`src/rtl/mult_div_unit_pkg.sv`:
```
// mult_div_unit_pkg: shared types and constants for the multiply/divide unit
package mult_div_unit_pkg;
  localparam int W = 32;
  localparam int ITERS = 32;
  localparam int CW = $clog2(ITERS);
  localparam logic MD_MULT = 1'b0;
  localparam logic MD_DIV = 1'b1;
  typedef enum logic [1:0] {IDLE, MULT, DIV, DONE} state_t;
  function automatic logic [W-1:0] mag(input logic [W-1:0] x);
    return x[W-1] ? -x : x;
  endfunction
endpackage

```
`src/rtl/mult_div_unit_div_step.sv`:
```
// mult_div_unit_div_step: one restoring-division iteration on unsigned magnitudes
module mult_div_unit_div_step
  import mult_div_unit_pkg::*;
(
  input  logic [W-1:0] rem,
  input  logic [W-1:0] dvs,
  input  logic         bit_in,
  output logic [W-1:0] rem_next,
  output logic         q
);
  logic [W:0] sh;
  logic [W+1:0] diff;
  // shift in the next dividend bit, keep the trial subtraction only if it stays non-negative
  always_comb begin
    sh = {rem, bit_in};
    diff = {1'b0, sh} - {2'b0, dvs};
    q = ~diff[W+1];
    rem_next = q ? diff[W-1:0] : sh[W-1:0];
  end
endmodule

```
`src/rtl/mult_div_unit.sv`:
```
// mult_div_unit: iterative signed Booth multiply and restoring divide, 32 cycles per op
module mult_div_unit
  import mult_div_unit_pkg::*;
(
  input  logic         clk,
  input  logic         reset,
  input  logic         start,
  input  logic         MDCtrl,
  input  logic [W-1:0] a,
  input  logic [W-1:0] b,
  output logic         busy,
  output logic         done,
  output logic         div0,
  output logic [W-1:0] hi,
  output logic [W-1:0] lo
);
  state_t state, state_next;
  logic [CW-1:0] cnt;
  logic [W:0] ra, bsum;
  logic [W-1:0] rq, rm, rem_next, quo;
  logic rx, neg_q, neg_r, qb;

  mult_div_unit_div_step div_step (
    .rem(ra[W-1:0]),
    .dvs(rm),
    .bit_in(rq[W-1]),
    .rem_next(rem_next),
    .q(qb)
  );

  // Booth add/subtract of the multiplicand; 33-bit accumulator absorbs the -2^31 case
  always_comb begin
    bsum = (rq[0] & ~rx) ? ra - {rm[W-1], rm} : (~rq[0] & rx) ? ra + {rm[W-1], rm} : ra;
    quo = {rq[W-2:0], qb};
  end

  // next state; a zero divisor skips straight to DONE
  always_comb begin
    state_next = state;
    case (state)
      IDLE:      state_next = !start ? IDLE : MDCtrl == MD_MULT ? MULT : b == '0 ? DONE : DIV;
      MULT, DIV: state_next = cnt == '0 ? DONE : state;
      DONE:      state_next = IDLE;
    endcase
  end

  // state register and registered status flags
  always_ff @(posedge clk) begin
    if (reset) begin
      state <= IDLE;
      busy <= 1'b0;
      done <= 1'b0;
      div0 <= 1'b0;
    end else begin
      state <= state_next;
      busy <= state_next == MULT || state_next == DIV;
      done <= state_next == DONE;
      div0 <= state == IDLE && state_next == DONE;
    end
  end

  // operand latch, iteration datapath, and result update on the final iteration only
  always_ff @(posedge clk) begin
    if (reset) begin
      cnt <= '0;
      hi <= '0;
      lo <= '0;
      ra <= '0;
      rq <= '0;
      rm <= '0;
      rx <= 1'b0;
      neg_q <= 1'b0;
      neg_r <= 1'b0;
    end else if (state == IDLE && start) begin
      cnt <= CW'(ITERS - 1);
      ra <= '0;
      rx <= 1'b0;
      rq <= MDCtrl == MD_MULT ? a : mag(a);
      rm <= MDCtrl == MD_MULT ? b : mag(b);
      neg_q <= a[W-1] ^ b[W-1];
      neg_r <= a[W-1];
    end else if (state == MULT) begin
      cnt <= cnt - CW'(1);
      ra <= {bsum[W], bsum[W:1]};
      rq <= {bsum[0], rq[W-1:1]};
      rx <= rq[0];
      if (cnt == '0) begin
        hi <= bsum[W:1];
        lo <= {bsum[0], rq[W-1:1]};
      end
    end else if (state == DIV) begin
      cnt <= cnt - CW'(1);
      ra <= {1'b0, rem_next};
      rq <= quo;
      if (cnt == '0) begin
        hi <= neg_r ? -rem_next : rem_next;
        lo <= neg_q ? -quo : quo;
      end
    end
  end
endmodule

```
`config.mk`:
```
export PLATFORM = sky130hd
export DESIGN_NAME = mult_div_unit
export DESIGN_NICKNAME = d
export VERILOG_FILES = /design/src/rtl/mult_div_unit_pkg.sv /design/src/rtl/mult_div_unit_div_step.sv /design/src/rtl/mult_div_unit.sv
export SDC_FILE = /design/constraint.sdc
export NUM_CORES = 1
export LEC_CHECK = 0
export ABC_AREA = 1
export CAP_MARGIN = 20
export CORE_ASPECT_RATIO = 0.75
export CORE_UTILIZATION = 35
export CTS_CLUSTER_DIAMETER = 200
export DETAILED_ROUTE_END_ITERATION = 12
export MAX_ROUTING_LAYER = met4
export SYNTH_ARGS = -nofsm -noshare
export SYNTH_HDL_FRONTEND = slang
export SYNTH_SLANG_ARGS = --single-unit
```
`constraint.sdc`:
```
create_clock -name clk -period 10 [get_ports clk]
set_input_delay 2 -clock clk [delete_from_list [all_inputs] [get_ports clk]]
set_output_delay 2 -clock clk [all_outputs]
set_load 0.01 [all_outputs]
```
==> results.txt <==
crit path max-delay cell type -> nor4_1
clk buf depth -> 2
drt first pass iters -> 12
Most common cell on crit path -> inv_1
post-route setup slack -> 4560 ps
grt met3 use -> 4.12%
final wirelength -> 72.9 mm
most numerous cell in the Yosys netlist -> nand2_1
RR Startpoint -> ra[7]
Synth area leader -> dfxtp_1
register bit count reported by yosys -> 174
largest net degree at the start of global routing -> 67
number of max-cap violations -> 0
Post-CTS Hold Buffers -> 0
die area -> 51300 um2
WL/cell -> 19.6 um
gr busiest metal -> met1
Distinct cells, synth -> 67
Post-DRT Antenna Nets -> 0
Hold Fails Final Rpt -> 0
Die Wd -> 261 um
Rows -> 70
FF/Latch Area -> 3480 um2
R2R Setup Slk -> 4700 ps
crit path capture type -> register
Crit path buffers/inverters -> 5
CTS tree -> done
post-synth net total -> 3186
GP Congestion -> 1.00
met1 Usage GRT -> 45.6%
CP required -> 10340 ps
Ant. Diodes -> 0
synth cell count leaders -> nand2_1, inv_1, nor2_1
Slew headroom -> 28.5%
vias in the first global route -> 17910
Main synth FF type -> dfxtp_1
Die Y-Extent -> 196 um
setup_tns -> 0 ps
RSZ-0062 raised after global routing -> no
Max Clk Rate -> 0.184 GHz
CTS clk-pin slew, worst paths -> 70 ps
Total GRT Usage -> 29.1%
Final Cycle Share -> 54.4%
Clock Skew -> 9.84 ps
Final nets -> 3239
family with the most delay on the worst path -> simple AND/OR/NAND/NOR gates
cell count of the worst reg-to-reg path -> 23
Multi-input gate area -> 12100 um2
clk sinks -> 174
boundary pin count -> 135
Core Footprint -> 49200 um2
Reg-to-Reg End -> lo[28]
Worst Tran Pin Value -> 1070 ps
Endpoint, Worst Hold -> lo[24]
crit path kind -> primary input to register
Syn Std Cell Area -> 17600 um2
fin util -> 40.7%
Synth Warn # -> 0
CP startpoint -> b[0]
Cells after Synth -> 3009
post-synthesis sequential area ratio -> 19.7%
Slew Viols, Final -> 0
number of synthesized flops with an enable pin -> 0
Lkg Pwr -> 9.41 nW
CP Cell Sequence -> clkdlybuf4s50_1, inv_1, ha_1, inv_1, nor4_1, nand2_1, nor3_1, nand4_1, nor2_1, nand4_1, o31ai_1, buf_4, nand3_1, nand2_1, ha_1, inv_1, nor2_1
fin crit period -> 5440 ps
post-CTS setup buffers -> 0
initial antenna violation count -> 0
pwr dens -> 166 nW/um2
VDD IR max -> 0.141 mV
dpl ws -> 4290 ps
Min-Delay Path Depth -> 2
initial DRC count -> 2122
Post-CTS Resized -> 0
post-DP HPWL -> 57.3 mm
first-pass GRT wire length -> 111 mm
Critical Path Source Type -> primary input
Layout area overhead -> 13.7%
syn_area_per_cell -> 5.86 um2
Worst-Skew Late Latency -> 480 ps
port buffer count -> 134
violated checks -> design-rule violations
grt met2 use -> 38.7%
Post-route DRC -> 3
Fillers -> 5489
critical-path maximum fanout -> 4
Vias per Instance -> 5.43
CP peak stage delay -> 570 ps
layout cell share with drive strength beyond 1 -> 4.68%
Async SR Flop Fraction -> 0%
total CTS buffers -> 17
final setup fails -> 0
worst hold start -> lo[24]
total congestion overflow -> 0
H-tree Lvls -> 4
CTS root buffer -> clkbuf_16
Starting Density -> 35.8%
Worst EP arrival -> 5780 ps
DR vias -> 20214
area share of the largest cell type after synthesis -> 19.7%
status -> finished with violations
synth top area cells -> dfxtp_1, nand2_1, inv_1
Hold Crit Class -> register to register
==> per-layer routing <==
layer,vias up,routed length (um),share of wire (%)
met5,-,0,0
met4,0,809,1.1
met3,41,5820,8.0
met2,778,28300,39
met1,9364,37900,52
li1,10031,-,-
==> cells in the final DEF (no fill, tap or decap), types with 8 or more instances in the layout <==
master             n
a21oi_1          255
clkdlybuf4s50_1  133
a221oi_1           8
or2_2             13
o21ai_0          233
nor2_1           318
o22ai_1           18
inv_1            394
a31oi_1           40
o21bai_1          13
clkbuf_16         17
dfxtp_1          174
nand2_1          740
xnor2_1           16
nor3_1            41
nor2_2             8
ha_1             105
nand3_1          210
o211ai_1          48
nand2_4            8
nor4_1            10
inv_2             10
xor2_1            56
buf_4             21
nand2_2           25
o311ai_0           8
nand4_1           29
==> kinds of logic (layout without fill, tap and decap cells) <==
group / Yosys count / after routing / share of synthesized area [%]
AO/OA/AOI/OAI: 681 / 681 / 21.9
XOR/XNOR: 72 / 72 / 3.57
adder cells (fa/ha/maj): 109 / 109 / 7.86
buffers and inverters: 532 / 598 / 11.7
flip-flops: 174 / 174 / 19.7
AND/OR/NAND/NOR: 1441 / 1441 / 35.2
==> worst reg2reg max path, delay by kind of cell, from the launching register on <==
family / cells / cell delay [ps]
AND/OR/NAND/NOR: 13 / 2930
buffers and inverters: 3 / 190
flip-flops: 1 / 510
adder cells (fa/ha/maj): 2 / 620
AO/OA/AOI/OAI: 5 / 960
==> how the worst max path moves through the flow <==
stage / endpoint / slack (ps) / cells after the start
4_1_cts: busy / 4780 / 17
2_1_floorplan: busy / 5840 / 15
6_report: busy / 4560 / 17
5_1_grt: lo[28] / 4220 / 22
3_3_place_gp: busy / 4350 / 17
3_5_place_dp: busy / 4290 / 17
==> cell type report <==
class / count / area share [%]
timing repair buffer: 155 / 7.45
clock inverter: 13 / 0.755
tap: 648 / 4.04
multi-input combinational: 2303 / 60.4
inverter: 411 / 7.71
clock buffer: 19 / 2.26
sequential: 174 / 17.4
==> sequential cells by signal, summed over array words and instances, names as in the netlist <==
register and flops:
busy 1, rq 32, done 1, neg_q 1, lo 32, cnt 5
rm 32, ra 33, hi 32, div0 1, rx 1, neg_r 1
state 2
==> report_power, final <==
group / internal [mW] / total, mW / switching, mW
registers: 0.751 / 0.816 / 0.0641
logic: 0.533 / 1.79 / 1.26
clock network: 0.388 / 0.733 / 0.345
==> stage by stage <==
step	std cells	hold slack [ps]	total power, mW	cell area (um2)
floorplan	3009	441	2.02	17600
global placement	3691	452	2.56	19400
detailed placement	3691	458	2.56	19400
CTS	3723	469	3.29	20100
global route	3723	495	3.55	20100
finish	3723	467	3.34	20100
(Power assumes the default switching activity.)
